<file path="config.mk">
export PLATFORM = sky130hd
export DESIGN_NAME = dmem_arbiter_flat
export DESIGN_NICKNAME = d
export VERILOG_FILES = /design/src/rtl/dmem_arb_pkg.sv /design/src/rtl/dmem_arbiter_if.sv /design/src/rtl/dmem_arb_fair.sv /design/src/rtl/dmem_arbiter.sv /design/src/flat_wrapper.sv
export SDC_FILE = /design/constraint.sdc
export NUM_CORES = 1
export LEC_CHECK = 0
export ABC_AREA = 1
export BUFFER_PORTS_ARGS = -buffer_cell sky130_fd_sc_hd__buf_2
export CORE_MARGIN = 2
export CORE_UTILIZATION = 48
export DETAILED_ROUTE_END_ITERATION = 8
export GPL_ROUTABILITY_DRIVEN = 1
export PLACE_DENSITY = 0.92
export SETUP_SLACK_MARGIN = 0.02
export SLEW_MARGIN = 0
export SYNTH_ARGS = -nofsm -noshare
export SYNTH_HDL_FRONTEND = slang
export SYNTH_SLANG_ARGS = --single-unit
</file>
<file path="constraint.sdc">
create_clock -name clk -period 1.8 [get_ports clk]
set_clock_uncertainty 0.1 [all_clocks]
set_input_delay 0.36 -clock clk [delete_from_list [all_inputs] [get_ports clk]]
set_output_delay 0.36 -clock clk [all_outputs]
set_load 0.01 [all_outputs]
</file>
<file path="src/rtl/dmem_arb_pkg.sv">
// Shared types and constants for the data-memory arbiter.
//   arb_state_e : access sequencer states
//   OwnPipe/OwnLdr : owner encoding for the current access
//   lat_cnt_w() : width of the latency down-counter for a given MEM_LAT
package dmem_arb_pkg;

    typedef enum logic [1:0] {
        StIdle = 2'b00,
        StBusy = 2'b01,
        StResp = 2'b10
    } arb_state_e;

    localparam logic OwnPipe = 1'b0;
    localparam logic OwnLdr  = 1'b1;

    function automatic int unsigned lat_cnt_w(input int unsigned mem_lat);
        return $clog2(mem_lat) + 1;
    endfunction

endpackage

</file>
<file path="src/rtl/dmem_arbiter_if.sv">
// Bus bundle around the data-memory arbiter: pipeline MEM-stage port (p_*),
// loader/debug port (l_*) and the single-port memory array side (m_*).
//   slave  : arbiter view (requests and m_rdata in; responses and strobes out)
//   master : environment view (requesters plus memory array)
interface dmem_arbiter_if #(
    parameter int unsigned ADDR_W = 5,
    parameter int unsigned DATA_W = 32
);
    logic              p_req;
    logic              p_we;
    logic [ADDR_W-1:0] p_addr;
    logic [DATA_W-1:0] p_wdata;
    logic [DATA_W-1:0] p_rdata;
    logic              p_stall;

    logic              l_req;
    logic              l_we;
    logic [ADDR_W-1:0] l_addr;
    logic [DATA_W-1:0] l_wdata;
    logic [DATA_W-1:0] l_rdata;
    logic              l_ack;

    logic              m_en;
    logic              m_we;
    logic [ADDR_W-1:0] m_addr;
    logic [DATA_W-1:0] m_wdata;
    logic [DATA_W-1:0] m_rdata;

    modport slave (
        input  p_req, p_we, p_addr, p_wdata,
        input  l_req, l_we, l_addr, l_wdata,
        input  m_rdata,
        output p_rdata, p_stall,
        output l_rdata, l_ack,
        output m_en, m_we, m_addr, m_wdata
    );

    modport master (
        output p_req, p_we, p_addr, p_wdata,
        output l_req, l_we, l_addr, l_wdata,
        output m_rdata,
        input  p_rdata, p_stall,
        input  l_rdata, l_ack,
        input  m_en, m_we, m_addr, m_wdata
    );
endinterface

</file>
<file path="src/rtl/dmem_arb_fair.sv">
// Grant decision with loader anti-starvation.
//   clk, rst : clock, asynchronous active-low reset
//   p_req    : pipeline request
//   l_req    : loader request
//   grant    : an access is being granted this cycle (IDLE with a request)
//   winner   : OwnPipe / OwnLdr, meaningful when grant=1
module dmem_arb_fair
    import dmem_arb_pkg::*;
#(
    parameter int unsigned STARVE_MAX = 4
) (
    input  logic clk,
    input  logic rst,
    input  logic p_req,
    input  logic l_req,
    input  logic grant,
    output logic winner
);
    localparam int unsigned SW = $clog2(STARVE_MAX + 1);
    localparam logic [SW-1:0] StarveMax = SW'(STARVE_MAX);

    logic [SW-1:0] starve_q, starve_d;

    // Pipeline has priority unless it is idle or the loader has waited long enough.
    assign winner = (!p_req || (l_req && (starve_q >= StarveMax))) ? OwnLdr : OwnPipe;

    always_comb begin
        starve_d = starve_q;
        if (grant) begin
            if (winner == OwnLdr || !l_req) begin
                starve_d = '0;
            end else if (starve_q < StarveMax) begin
                starve_d = starve_q + SW'(1);
            end
        end
    end

    always_ff @(posedge clk or negedge rst) begin
        if (!rst) begin
            starve_q <= '0;
        end else begin
            starve_q <= starve_d;
        end
    end

endmodule

</file>
<file path="src/rtl/dmem_arbiter.sv">
// Shares the single-port data memory between the pipeline MEM stage and the
// loader/debug port. Each access: IDLE (grant) -> BUSY for MEM_LAT cycles
// (m_en in the first) -> RESP (pipeline released or loader acked) -> IDLE.
//   clk, rst : clock, asynchronous active-low reset
//   bus      : p_* pipeline port, l_* loader port, m_* memory array port
module dmem_arbiter
    import dmem_arb_pkg::*;
#(
    parameter int unsigned ADDR_W     = 5,
    parameter int unsigned DATA_W     = 32,
    parameter int unsigned MEM_LAT    = 2,
    parameter int unsigned STARVE_MAX = 4
) (
    input logic           clk,
    input logic           rst,
    dmem_arbiter_if.slave bus
);
    localparam int unsigned CntW = lat_cnt_w(MEM_LAT);

    arb_state_e        state_q, state_d;
    logic              owner_q, owner_d;
    logic [CntW-1:0]   cnt_q, cnt_d;
    logic              m_en_q, m_en_d;
    logic              m_we_q, m_we_d;
    logic [ADDR_W-1:0] m_addr_q, m_addr_d;
    logic [DATA_W-1:0] m_wdata_q, m_wdata_d;
    logic [DATA_W-1:0] p_rdata_q, p_rdata_d;
    logic [DATA_W-1:0] l_rdata_q, l_rdata_d;
    logic              grant;
    logic              winner;

    dmem_arb_fair #(
        .STARVE_MAX (STARVE_MAX)
    ) u_fair (
        .clk    (clk),
        .rst    (rst),
        .p_req  (bus.p_req),
        .l_req  (bus.l_req),
        .grant  (grant),
        .winner (winner)
    );

    always_comb begin
        state_d   = state_q;
        owner_d   = owner_q;
        cnt_d     = cnt_q;
        m_en_d    = 1'b0;
        m_we_d    = m_we_q;
        m_addr_d  = m_addr_q;
        m_wdata_d = m_wdata_q;
        p_rdata_d = p_rdata_q;
        l_rdata_d = l_rdata_q;
        grant     = 1'b0;

        unique case (state_q)
            StIdle: begin
                if (bus.p_req || bus.l_req) begin
                    grant   = 1'b1;
                    owner_d = winner;
                    if (winner == OwnLdr) begin
                        m_we_d    = bus.l_we;
                        m_addr_d  = bus.l_addr;
                        m_wdata_d = bus.l_wdata;
                    end else begin
                        m_we_d    = bus.p_we;
                        m_addr_d  = bus.p_addr;
                        m_wdata_d = bus.p_wdata;
                    end
                    m_en_d  = 1'b1;
                    cnt_d   = CntW'(MEM_LAT - 1);
                    state_d = StBusy;
                end
            end
            StBusy: begin
                if (cnt_q != '0) begin
                    cnt_d = cnt_q - CntW'(1);
                end else begin
                    // Writes capture too; the value is simply ignored by the requester.
                    if (owner_q == OwnLdr) begin
                        l_rdata_d = bus.m_rdata;
                    end else begin
                        p_rdata_d = bus.m_rdata;
                    end
                    state_d = StResp;
                end
            end
            StResp: begin
                state_d = StIdle;
            end
            default: begin
                state_d = StIdle;
            end
        endcase
    end

    always_ff @(posedge clk or negedge rst) begin
        if (!rst) begin
            state_q   <= StIdle;
            owner_q   <= OwnPipe;
            cnt_q     <= '0;
            m_en_q    <= 1'b0;
            m_we_q    <= 1'b0;
            m_addr_q  <= '0;
            m_wdata_q <= '0;
            p_rdata_q <= '0;
            l_rdata_q <= '0;
        end else begin
            state_q   <= state_d;
            owner_q   <= owner_d;
            cnt_q     <= cnt_d;
            m_en_q    <= m_en_d;
            m_we_q    <= m_we_d;
            m_addr_q  <= m_addr_d;
            m_wdata_q <= m_wdata_d;
            p_rdata_q <= p_rdata_d;
            l_rdata_q <= l_rdata_d;
        end
    end

    // Combinational so a fresh request stalls in its very first cycle.
    assign bus.p_stall = bus.p_req && !(state_q == StResp && owner_q == OwnPipe);
    assign bus.l_ack   = (state_q == StResp) && (owner_q == OwnLdr);
    assign bus.p_rdata = p_rdata_q;
    assign bus.l_rdata = l_rdata_q;
    assign bus.m_en    = m_en_q;
    assign bus.m_we    = m_we_q;
    assign bus.m_addr  = m_addr_q;
    assign bus.m_wdata = m_wdata_q;

endmodule
</file>
<file path="src/flat_wrapper.sv">
// flat-port wrapper written by rule: the top's interface ports become plain ports
module dmem_arbiter_flat import dmem_arb_pkg::*;
#(
    parameter int unsigned ADDR_W     = 5,
    parameter int unsigned DATA_W     = 32,
    parameter int unsigned MEM_LAT    = 2,
    parameter int unsigned STARVE_MAX = 4
)
  (clk, rst, bus_p_req, bus_p_we, bus_p_addr, bus_p_wdata, bus_l_req, bus_l_we, bus_l_addr, bus_l_wdata, bus_m_rdata, bus_p_rdata, bus_p_stall, bus_l_rdata, bus_l_ack, bus_m_en, bus_m_we, bus_m_addr, bus_m_wdata);
  dmem_arbiter_if #(.ADDR_W(ADDR_W), .DATA_W(DATA_W)) bus_i ();
  input logic clk;
  input logic rst;
  input wire logic [$bits(bus_i.p_req)-1:0] bus_p_req;
  input wire logic [$bits(bus_i.p_we)-1:0] bus_p_we;
  input wire logic [$bits(bus_i.p_addr)-1:0] bus_p_addr;
  input wire logic [$bits(bus_i.p_wdata)-1:0] bus_p_wdata;
  input wire logic [$bits(bus_i.l_req)-1:0] bus_l_req;
  input wire logic [$bits(bus_i.l_we)-1:0] bus_l_we;
  input wire logic [$bits(bus_i.l_addr)-1:0] bus_l_addr;
  input wire logic [$bits(bus_i.l_wdata)-1:0] bus_l_wdata;
  input wire logic [$bits(bus_i.m_rdata)-1:0] bus_m_rdata;
  output wire logic [$bits(bus_i.p_rdata)-1:0] bus_p_rdata;
  output wire logic [$bits(bus_i.p_stall)-1:0] bus_p_stall;
  output wire logic [$bits(bus_i.l_rdata)-1:0] bus_l_rdata;
  output wire logic [$bits(bus_i.l_ack)-1:0] bus_l_ack;
  output wire logic [$bits(bus_i.m_en)-1:0] bus_m_en;
  output wire logic [$bits(bus_i.m_we)-1:0] bus_m_we;
  output wire logic [$bits(bus_i.m_addr)-1:0] bus_m_addr;
  output wire logic [$bits(bus_i.m_wdata)-1:0] bus_m_wdata;
  assign bus_i.p_req = bus_p_req;
  assign bus_i.p_we = bus_p_we;
  assign bus_i.p_addr = bus_p_addr;
  assign bus_i.p_wdata = bus_p_wdata;
  assign bus_i.l_req = bus_l_req;
  assign bus_i.l_we = bus_l_we;
  assign bus_i.l_addr = bus_l_addr;
  assign bus_i.l_wdata = bus_l_wdata;
  assign bus_i.m_rdata = bus_m_rdata;
  assign bus_p_rdata = bus_i.p_rdata;
  assign bus_p_stall = bus_i.p_stall;
  assign bus_l_rdata = bus_i.l_rdata;
  assign bus_l_ack = bus_i.l_ack;
  assign bus_m_en = bus_i.m_en;
  assign bus_m_we = bus_i.m_we;
  assign bus_m_addr = bus_i.m_addr;
  assign bus_m_wdata = bus_i.m_wdata;
  dmem_arbiter #(.ADDR_W(ADDR_W), .DATA_W(DATA_W), .MEM_LAT(MEM_LAT), .STARVE_MAX(STARVE_MAX)) u_core (.clk(clk), .rst(rst), .bus(bus_i));
endmodule
</file>
**After elaboration in Yosys (flattened, before gate mapping)**

Cells that the tools add are included.

- Flip-flop bits (word level): 111
- Input bits: 112
- Output and inout bits: 105

- Add/subtract/negate cells: 2
- Order comparisons: 2
- Eq/ne operators: 5
- Mux-type cells: 13
- Bitwise operators: 2
- Reductions and logical operators: 20

Operator list:

| kind | number |
|---|---|
| $mux 32 | 1 |
| $reduce_and 3->1 | 3 |
| $pmux 2 s2 | 2 |
| $mux 2 | 3 |
| $mux 3 | 2 |
| $reduce_and 2->1 | 3 |
| $reduce_bool 2->1 | 3 |
| $mux 5 | 1 |
| $logic_and 1x1->1 | 4 |
| $mux 1 | 4 |
| $ne 2x1->1 const B | 2 |
| $add 3x1->3 const B | 1 |
| $ge 3x3->1 const B | 1 |
| $logic_not 1->1 | 3 |
| $logic_or 1x1->1 | 3 |
| $lt 3x3->1 const B | 1 |
| $eq 2x1->1 const B | 1 |
| $eq 2x2->1 const B | 1 |
| $logic_not 2->1 | 1 |
| $ne 2x2->1 const B | 1 |
| $not 1->1 | 2 |
| $sub 2x1->2 const B | 1 |

**Depth between registers and ports, before layout**

Gate-level depths: netlist of the first run.

- Depth in word-level cells: 7
- Mapped depth: 9

**Modules after synthesis**

A second synthesis of the first run with hierarchy kept.

- Cell total of the unflattened synthesis: 624
- Area, all modules: 4,892.2 sq um

Modules (own cells, without submodules):

| module | instances | cells an instance | area an instance (sq um) | seq. area each (sq um) |
|---|---|---|---|---|
| dmem_arbiter | 1 | 605 | 4,735.8 | 2,702.6 |
| dmem_arb_fair | 1 | 19 | 156.4 | 75.1 |

**Worst setup path after synthesis of the first run**

No wires, ideal clock.

- Kind: register -> register
- From: register u_core.cnt_q[0]
- To: register u_core.p_rdata_q[0], in the netlist u_core.bus.p_rdata[0]
- Library setup time: 0.117 ns
- Arrival time: 1.250 ns
- Path slack: 0.333 ns
- Stages on the path, launching flop included: 10
- Buffers on the path: 2
- Cell sequence: dfrtp_1 inv_1 ha_1 buf_2 inv_1 nor2_4 nand2_1 buf_2 nand2_1 nand2_1

- Longest elaborated chain between the ends: 3

RTL lines:

| item | line | source |
|---|---|---|
| start: declaration | dmem_arbiter.sv:22 | `logic [CntW-1:0] cnt_q, cnt_d;` |
| start signal: assignment | dmem_arbiter.sv:110 | `cnt_q <= cnt_d;` |
| $reduce_bool 2->1 | dmem_arbiter.sv:75 | `if (cnt_q != '0) begin` |
| $not 1->1 (no source line) | n/a |  |
| $reduce_and 3->1 (no source line) | n/a |  |
| end signal: assignment | dmem_arbiter.sv:115 | `p_rdata_q <= p_rdata_d;` |
| end: declaration | dmem_arbiter.sv:27 | `logic [DATA_W-1:0] p_rdata_q, p_rdata_d;` |

No other way between the ends.
A chain may end at the register's enable or synchronous reset.

**Worst setup path after layout of the first run**

- From: register u_core.owner_q
- To: output bus_p_stall

- Longest elaborated chain between the ends: 4

RTL lines:

| item | line | source |
|---|---|---|
| start: declaration | dmem_arbiter.sv:21 | `logic owner_q, owner_d;` |
| start signal: assignment | dmem_arbiter.sv:99 | `owner_q <= OwnPipe;` |
| start signal: assignment | dmem_arbiter.sv:109 | `owner_q <= owner_d;` |
| $not 1->1 | dmem_arbiter.sv:121 | `assign bus.p_stall = bus.p_req && !(state_q == StResp && owner_q == OwnPipe);` |
| $logic_and 1x1->1 | dmem_arbiter.sv:121 |  |
| $logic_not 1->1 | dmem_arbiter.sv:121 |  |
| $logic_and 1x1->1 | dmem_arbiter.sv:121 |  |
| end: declaration | flat_wrapper.sv:23 | `output wire logic [$bits(bus_i.p_stall)-1:0] bus_p_stall;` |

No other way between the ends.

==> metrics.md, run 1 <==
| Metric | Value |
|---|---|
| Status | finished clean |
| Die X | 108 um |
| Starting Density | 0.486 |
| Crit start category | flop |
| CP Max Fanout | 3 |
| Mapped Avg Cell Area | 7.84 um2 |
| Distinct cells, synth | 16 |
| Layout cells sized above 1 | 0.297 |
| Routed wire length | approximately 14000 um |
| Core area | between 10000 and 15000 um2 |
| Kind of critical path | flop to output pin |
| Initial antenna violation count | 0 |
| Synth Register Bits | around 110 |
| Final-report hold violation count | 0 |
| Clk buf depth | 2 |
| Average wire per standard cell | around 14 um |
| Reg power frac | 0.391 |
| Die area | roughly 12000 um2 |
| CP arrival | roughly 1.2 ns |
| Pin count of the biggest net entering global routing | 65 |
| CTS tree | done |
| Post-route ant nets | 0 |
| DP HPWL | just under 10000 um |
| Final setup fails | 0 |
| Seq/Total Area, Yosys | 0.532 |
| DRT Pass-1 Iters | 6 |
| Mapped Area | 5220 um2 |
| Most common cell after layout, fill and taps aside | nand2_1 |
| H-tree Lvls | 3 |
| Min-delay worst type | primary input to flop |
| GPL Wtd Cong | just under 0.9 |
| CTS Buf Count | 9 |
| Crit end category | output pin |
| Io pins | between 200 and 250 |
| Reported net switching power | between 4000 and 5000 uW |
| Remaining DRCs | 0 |
| Die Span Y | 108 um |
| Max-slew headroom | 0.641 |
| Nets | between 900 and 1000 |
| Fill cells | approximately 920 |
| Reg clk slew, reported paths | between 0.1 and 0.15 ns |
| Synth Net Count | 780 |
| Worst skew pair latency | about 0.36 ns |
| Number of DRC markers in iteration 0 | ~390 |
| Port bufs | about 220 |
| Data required time of the worst path | 1.34 ns |
| RSZ-0062 raised after global routing | false |
| Pint | ~6500 uW |
| GRT overflow | 0 |
| Tot GR Track Use | 0.231 |
| Layout area overhead | 28.8% |
| Clock Tree Root | clkbuf_8 |
| Pwr Density | approximately 1700 nW/um2 |
| Post-DR vias/cell | slightly above 5 |
| Setup TNS | 0 ns |
| Pleak | 0.00405 uW |
| Gate Count Post-Synth | approximately 670 |
| Sw Share | 0.433 |
| Max Fclk | a little under 600 MHz |
| Final Max Slew Viols | 0 |
| Crit path time final | around 1.7 ns |
| Via count | between 5000 and 6000 |
| Least-Margin Pin Slew | around 0.54 ns |
| Fraction of power consumed by combinational cells | 0.478 |
| Vias in the first global route | 4632 |
| Max VDD drop | roughly 0.99 mV |
| Syn. warnings | 0 |
| CTS sink count | approximately 110 |
| Clock power share | 0.131 |
| Hold_ws | 0.147 ns |
| Total Power | between 10000 and 15000 uW |
| MaxCap Viol Count | 0 |
| # rows | 38 |
| Ant. Diodes | 0 |
| Tcrit/Tclk final | 0.944 |
| First-pass GRT wire length | roughly 22000 um |
| Most frequent cells in the layout | nand2_1 (260), buf_2 (213), nand3_1 (113) |
synthesized netlist by cell type:
library cell / instances / share of area
nand3_1: 114 / 0.11
ha_1: 2 / 0.0048
inv_1: 84 / 0.060
buf_4: 16 / 0.023
clkbuf_1: 8 / 0.0058
dfrtp_1: 111 / 0.53
nor2_4: 3 / 0.0065
nand4_1: 34 / 0.041
buf_2: 19 / 0.018
buf_1: 3 / 0.0022
nor2_1: 4 / 0.0029
o21ai_0: 2 / 0.0019
nor3_1: 3 / 0.0029
nand2_1: 260 / 0.19
a21oi_1: 1 / 0.00096
inv_2: 2 / 0.0014
worst max-delay path, cell delays in order (launching register included):
cell,delay (ns)
dfrtp_1,0.41
inv_1,0.16
nand3_2,0.10
nand2_1,0.06
inv_1,0.05
buf_6,0.11
power groups by stage:
stage	clock [uW]	combinational, uW	sequential, uW
4_1_cts	1530	5380	4450
5_1_grt	1620	6120	4580
6_report	1490	5450	4450
3_3_place_gp	0	5190	4430
2_1_floorplan	0	2730	4970
3_5_place_dp	0	5390	4470
routing by layer:
layer	routed length, um	part of all wire	global-route usage	vias up
met5	0	0	0	-
met4	135	0.0098	0.0604	0
met3	1200	0.087	0.0458	14
met2	6860	0.50	0.406	272
met1	5650	0.41	0.292	2381
li1	-	-	-	2486
metrics by stage:
stage	instance area [um2]	utilization	worst slack, ns	instances
after floorplan	5220	-	0.333	666
after global placement	6470	0.602	0.144	997
after detailed placement	6470	0.602	0.0691	997
after CTS	6670	0.621	0.0536	1014
after global routing	6730	0.626	0.0194	1016
final	6730	0.626	0.100	1016
logic make-up (layout without fill, tap and decap cells):
family | Yosys count | after routing | share of synthesized area
adders and majority gates | 2 | 2 | 0.00479
DFF | 111 | 111 | 0.532
buffers and inverters | 132 | 341 | 0.111
and+or+nand+nor | 418 | 419 | 0.349
AOI/OAI and AO/OA | 3 | 3 | 0.00288
state kept, by name, summed over array words and instances (netlist names):
| register | cells |
|---|---|
| u_core.bus.l_rdata | 32 |
| u_core.cnt_q | 2 |
| u_core.bus.m_wdata | 32 |
| u_core.state_q | 2 |
| u_core.bus.m_addr | 5 |
| u_core.bus.p_rdata | 32 |
| u_core.owner_q | 1 |
| u_core.bus.m_we | 1 |
| u_core.u_fair.starve_q | 3 |
| u_core.bus.m_en | 1 |
area by class of cell:
| cell class | instances | area, um2 | share of cell area |
|---|---|---|---|
| inverter | 86 | 323 | 0.0480 |
| multi-input combinational | 424 | 1890 | 0.281 |
| timing repair buffer | 239 | 1360 | 0.203 |
| clock buffer | 11 | 131 | 0.0195 |
| sequential | 111 | 2780 | 0.413 |
| clock inverter | 5 | 65.1 | 0.00967 |
| tap | 140 | 175 | 0.0260 |
repair_timing:
item                       4_1_cts  5_1_grt
setup endpoints to repair        0       40
hold endpoints to repair       111        0
hold buffers                     1        0
setup buffers                    0        1
resized for setup                0        7
final timing paths:
| check | startpoint | to | slack, ns | depth (start not counted) |
|---|---|---|---|---|
| worst max-delay path | u_core.owner_q | bus_p_stall | 0.10 | 5 |
| worst min-delay path | bus_m_rdata[28] | u_core.bus.p_rdata[28] | 0.15 | 3 |
| worst max register to register | u_core.cnt_q[0] | u_core.bus.l_rdata[2] | 0.12 | 7 |
| worst min register to register | u_core.bus.p_rdata[6] | u_core.bus.p_rdata[6] | 0.37 | 2 |
| max in group asynchronous | rst | u_core.cnt_q[0] | 0.85 | 3 |
| min in group asynchronous | rst | u_core.bus.l_rdata[31] | 0.24 | 2 |
No activity file was read; power rests on OpenSTA's default activity.
==> run 2: changes to the inputs <==
CELL_PAD_IN_SITES_DETAIL_PLACEMENT = 1   (was not set)
CELL_PAD_IN_SITES_GLOBAL_PLACEMENT = 1   (was not set)
CORE_UTILIZATION = 34   (was 48)
==> metrics.md, run 2 (synthesized netlist as in run 1, its figures left out) <==
| Metric | Value |
|---|---|
| Final setup margin | about 0.083 ns |
| Clock Tree Root | clkbuf_16 |
| Average wire per standard cell | about 15 um |
| Final setup fails | 0 |
| Routed wire length | between 15000 and 20000 um |
| Crit start category | flop |
| Reg clk slew, reported paths | 0.08 ns |
| CTS Buf Count | 9 |
| Port bufs | between 200 and 250 |
| First-pass GRT wire length | 26200 um |
| Kind of critical path | flop to output pin |
| R2R setup slack | approximately 0.28 ns |
| Clk buf depth | 2 |
| Min-delay worst type | primary input to flop |
| RSZ-0062 raised after global routing | true |
| GRT overflow | 0 |
| Final-report hold violation count | 0 |
| Final Max Slew Viols | 0 |
| Starting Density | 0.346 |
| Setup TNS | 0 ns |
| Core area | roughly 15000 um2 |
| DRT Pass-1 Iters | 4 |
| Least-Margin Pin Slew | about 0.47 ns |
| Layout area overhead | 31.3% |
| Layout cells sized above 1 | 0.298 |
| Remaining DRCs | 0 |
| Die Span Y | approximately 130 um |
| Total Power | ~12000 uW |
| Initial antenna violation count | 0 |
| Pwr Density | ~1700 nW/um2 |
| H-tree Lvls | 3 |
| Max-slew headroom | 0.690 |
| Via count | 5139 |
| CP Max Fanout | 5 |
| Crit Reg-Reg Startpoint | u_core.cnt_q[0] |
| Die area | about 16000 um2 |
| MaxCap Viol Count | 0 |
| Most frequent cells in the layout | nand2_1 (260), buf_2 (215), nand3_1 (114) |
| Cells on Worst Hold Path | 3 |
| Max Fclk | ~580 MHz |
| Nets | between 900 and 1000 |
| DP HPWL | approximately 12000 um |
| RR Endpoint | u_core.bus.p_rdata[12] |
| Data required time of the worst path | 1.34 ns |
| Ant. Diodes | 0 |
| Post-route ant nets | 0 |
| GPL Wtd Cong | 0.783 |
| Max VDD drop | roughly 0.55 mV |
| Crit end category | output pin |
| Io pins | about 220 |
| Crit path launch | u_core.state_q[0] |
| CTS sink count | between 100 and 150 |
| Pleak | ~0.0041 uW |
| R2R depth | 8 |
| Post-DR vias/cell | approximately 4.8 |
| Tot GR Track Use | 0.202 |
| Worst skew pair latency | 0.34 ns |
| Most common cell after layout, fill and taps aside | nand2_1 |
| Crit path time final | ~1.7 ns |
| # rows | 45 |
| Pin count of the biggest net entering global routing | between 70 and 80 |
| CTS tree | done |
| Worst hold start | bus_m_rdata[24] |
| Tcrit/Tclk final | 0.954 |
| Hold endpoint | u_core.bus.p_rdata[24] |
| CP arrival | roughly 1.3 ns |
| Number of DRC markers in iteration 0 | between 150 and 200 |
| Vias in the first global route | between 5000 and 6000 |
| Die X | roughly 130 um |
| Worst slack, placed | about 0.30 ns |
| Status | finished clean |
run 2: report_power, final:
| group | internal [uW] | switching (uW) | leakage (uW) | total [uW] |
|---|---|---|---|---|
| Combinational | 2100 | 3470 | 0.00260 | 5570 |
| Sequential | 3750 | 729 | 0.00135 | 4480 |
| Clock | 957 | 976 | 0.000133 | 1930 |
| Total | 6810 | 5180 | 0.00408 | 12000 |
run 2: worst max-delay path by stage:
| stage | endpoint | slack, ns | cells past startpoint |
|---|---|---|---|
| 2_1_floorplan | u_core.bus.p_rdata[0] | 0.33 | 9 |
| 3_3_place_gp | u_core.bus.p_rdata[22] | 0.37 | 8 |
| 3_5_place_dp | u_core.bus.p_rdata[12] | 0.30 | 8 |
| 4_1_cts | bus_p_stall | 0.03 | 5 |
| 5_1_grt | bus_p_stall | 0.01 | 5 |
| 6_report | bus_p_stall | 0.08 | 5 |
run 2: worst max-delay path, stage by stage (launching register included):
cell,delay [ns]
dfrtp_1,0.43
inv_2,0.11
nand3_1,0.11
nand2_1,0.09
inv_1,0.04
buf_2,0.13
run 2: per-layer routing:
| layer | global-route usage | vias up | wire [um] |
|---|---|---|---|
| met3 | 0.0492 | 19 | 1190 |
| met1 | 0.249 | 2447 | 6830 |
| met4 | 0.0627 | 0 | 239 |
| met5 | 0 | - | 0 |
| met2 | 0.351 | 190 | 8050 |
| li1 | - | 2483 | - |
run 2: per-stage QoR:
stage               utilization  area (um2)  cells  hold WS, ns
global route              0.454        6850   1063        0.160
CTS                       0.452        6820   1059        0.148
floorplan                     -        5220    666      -0.0356
detailed placement        0.433        6530   1042        0.317
global placement          0.433        6530   1042        0.316
finish                    0.454        6850   1063        0.159
run 2: cell type report:
cell class	count	area, um2
sequential	111	2780
inverter	86	323
clock inverter	7	55.1
tap	188	235
multi-input combinational	423	1860
timing repair buffer	239	1370
clock buffer	9	225
fill	1903	8240
run 2: repair_timing:
item                                    4_1_cts  5_1_grt
setup buffers                                 0        4
endpoints found under the setup margin        2        2
hold buffers                                  1        0
hold endpoints to repair                    111        0
resized for setup                             2        0
==> run 3: changes to the inputs <==
CORE_ASPECT_RATIO = 0.8   (was not set)
GPL_TIMING_DRIVEN = 0   (was not set)
==> metrics.md, run 3 (synthesized netlist as in run 1, its figures left out) <==
| Metric | Value |
|---|---|
| Ant. Diodes | 0 |
| Starting Density | 0.348 |
| Die Span Y | 115 um |
| Layout cells sized above 1 | 0.309 |
| Fraction of power consumed by combinational cells | 0.475 |
| Crit start category | flop |
| Pleak | slightly above 0.004 uW |
| Die X | between 100 and 150 um |
| Min-delay worst type | primary input to flop |
| CTS sink count | roughly 110 |
| Final setup fails | 0 |
| Crit end category | output pin |
| Final Max Slew Viols | 0 |
| DRT Pass-1 Iters | 4 |
| Via count | ~5300 |
| GPL Wtd Cong | around 0.78 |
| Clock Tree Root | clkbuf_16 |
| Remaining DRCs | 0 |
| Crit path cell chain | inv_2 -> nor3_1 -> buf_2 |
| CP arrival | between 1 and 1.5 ns |
| Max VDD drop | between 0.5 and 0.6 mV |
| Hold_ws | about 0.16 ns |
| Tot GR Track Use | 0.216 |
| DP HPWL | ~13000 um |
| Layout area overhead | 32.5% |
| GRT overflow | 0 |
| Average wire per standard cell | around 16 um |
| Worst skew pair latency | around 0.35 ns |
| Setup TNS | 0 ns |
| Port bufs | 215 |
| Post-route cell area | 6920 um2 |
| CP max stage delay | about 0.49 ns |
| Least-Margin Pin Slew | 0.551 ns |
| Vias in the first global route | between 5000 and 6000 |
| Number of DRC markers in iteration 0 | roughly 240 |
| Max-slew headroom | 0.632 |
| Initial antenna violation count | 0 |
| Pin count of the biggest net entering global routing | 81 |
| Kind of critical path | flop to output pin |
| Status | finished clean |
| Post-layout util | 0.461 |
| Routed wire length | approximately 17000 um |
| Die area | around 16000 um2 |
| Tcrit/Tclk final | 0.948 |
| Reg clk slew, reported paths | ~0.08 ns |
| Crit path time final | around 1.7 ns |
| Data required time of the worst path | approximately 1.3 ns |
| Nets | between 1000 and 1500 |
| Max Fclk | 586 MHz |
| Post-route ant nets | 0 |
| Fill cells | about 1900 |
| Io pins | approximately 220 |
| Slowest CP cell | dfrtp_1 |
| Most frequent cells in the layout | nand2_1 (259), buf_2 (226), nand3_1 (114) |
| Post-DP Area | between 6000 and 7000 um2 |
| Pint | 6880 uW |
| Sw Share | 0.435 |
| Post-DR vias/cell | 4.84 |
| Clock power share | 0.159 |
| Final-report hold violation count | 0 |
| CTS Buf Count | 9 |
| Core area | roughly 15000 um2 |
| Reported net switching power | roughly 5300 uW |
| H-tree Lvls | 3 |
| # rows | 40 |
| CTS tree | done |
| CP Max Fanout | 6 |
| Clk buf depth | 2 |
| Pwr Density | 1760 nW/um2 |
| Reg power frac | 0.367 |
| First-pass GRT wire length | 27900 um |
| MaxCap Viol Count | 0 |
| Most common cell after layout, fill and taps aside | nand2_1 |
[run 3: cell count changes in the layout (fill, tap and decap cells not counted), moves of 2 or more]
cell and change:
dfrtp_1 +2, dfrtp_2 -2, buf_2 +11, inv_2 +2, buf_6 +3, clkbuf_4 +2
inv_1 -2, buf_12 -9, buf_1 +2, clkbuf_1 +8, buf_4 +9, inv_6 -2
[run 3: worst max-delay path, delay by kind of cell (launching register included)]
family,cells,cell delay (ns)
AND/OR/NAND/NOR,1,0.16
flip-flops,1,0.49
buffers and inverters,2,0.26
[run 3: power by group through the flow]
stage                     combinational, uW  clock [uW]  sequential [uW]
final                                  5770        1930             4460
after global routing                   6480        2090             4620
after CTS                              5740        1990             4460
after detailed placement               5710           0             4480
after global placement                 5410           0             4450
after floorplan                        2730           0             4970
[run 3: what timing repair did]
item / 4_1_cts / 5_1_grt
endpoints found under the setup margin: 28 / 32
setup buffers: 0 / 3
gates resized for setup: 6 / 12
hold buffers: 1 / 0
pin swaps: 0 / 1
cloned: 0 / 0
hold endpoints to repair: 31 / 0
[run 3: final timing paths]
check / start / endpoint / slack [ns] / depth (start not counted)
worst max-delay path: u_core.state_q[1] / bus_l_ack / 0.09 / 3
worst min-delay path: bus_m_rdata[29] / u_core.bus.p_rdata[29] / 0.16 / 3
worst max register to register: u_core.cnt_q[0] / u_core.bus.p_rdata[31] / 0.17 / 9
worst min register to register: u_core.bus.l_rdata[28] / u_core.bus.l_rdata[28] / 0.37 / 2
max in group asynchronous: rst / u_core.bus.l_rdata[18] / 0.54 / 3
min in group asynchronous: rst / u_core.bus.m_wdata[16] / 0.35 / 2
[run 3: metrics by stage]
stage	total power [uW]	setup WS, ns	std cells
after CTS	12200	0.0378	1088
final	12200	0.0928	1091
after detailed placement	10200	-0.0138	1071
after global placement	9860	-1.12	1070
after floorplan	7700	0.333	666
after global routing	13200	-0.00599	1091
[run 3: cell type report]
cell class	instances	area [um2]	share of cell area
Sequential cell	111	2780	0.402
Buffer	46	285	0.0412
Timing Repair Buffer	220	1140	0.165
Clock buffer	9	225	0.0326
Clock inverter	7	56.3	0.00814
Tap cell	189	236	0.0342
Inverter	86	323	0.0467
Multi-Input combinational cell	423	1870	0.270
[run 3: metal layers]
metal / track usage / up-vias / routed length, um
met5: 0 / - / 0
met4: 0.0574 / 0 / 312
met3: 0.0500 / 21 / 864
met2: 0.357 / 156 / 8090
met1: 0.287 / 2560 / 7840
li1: - / 2539 / -
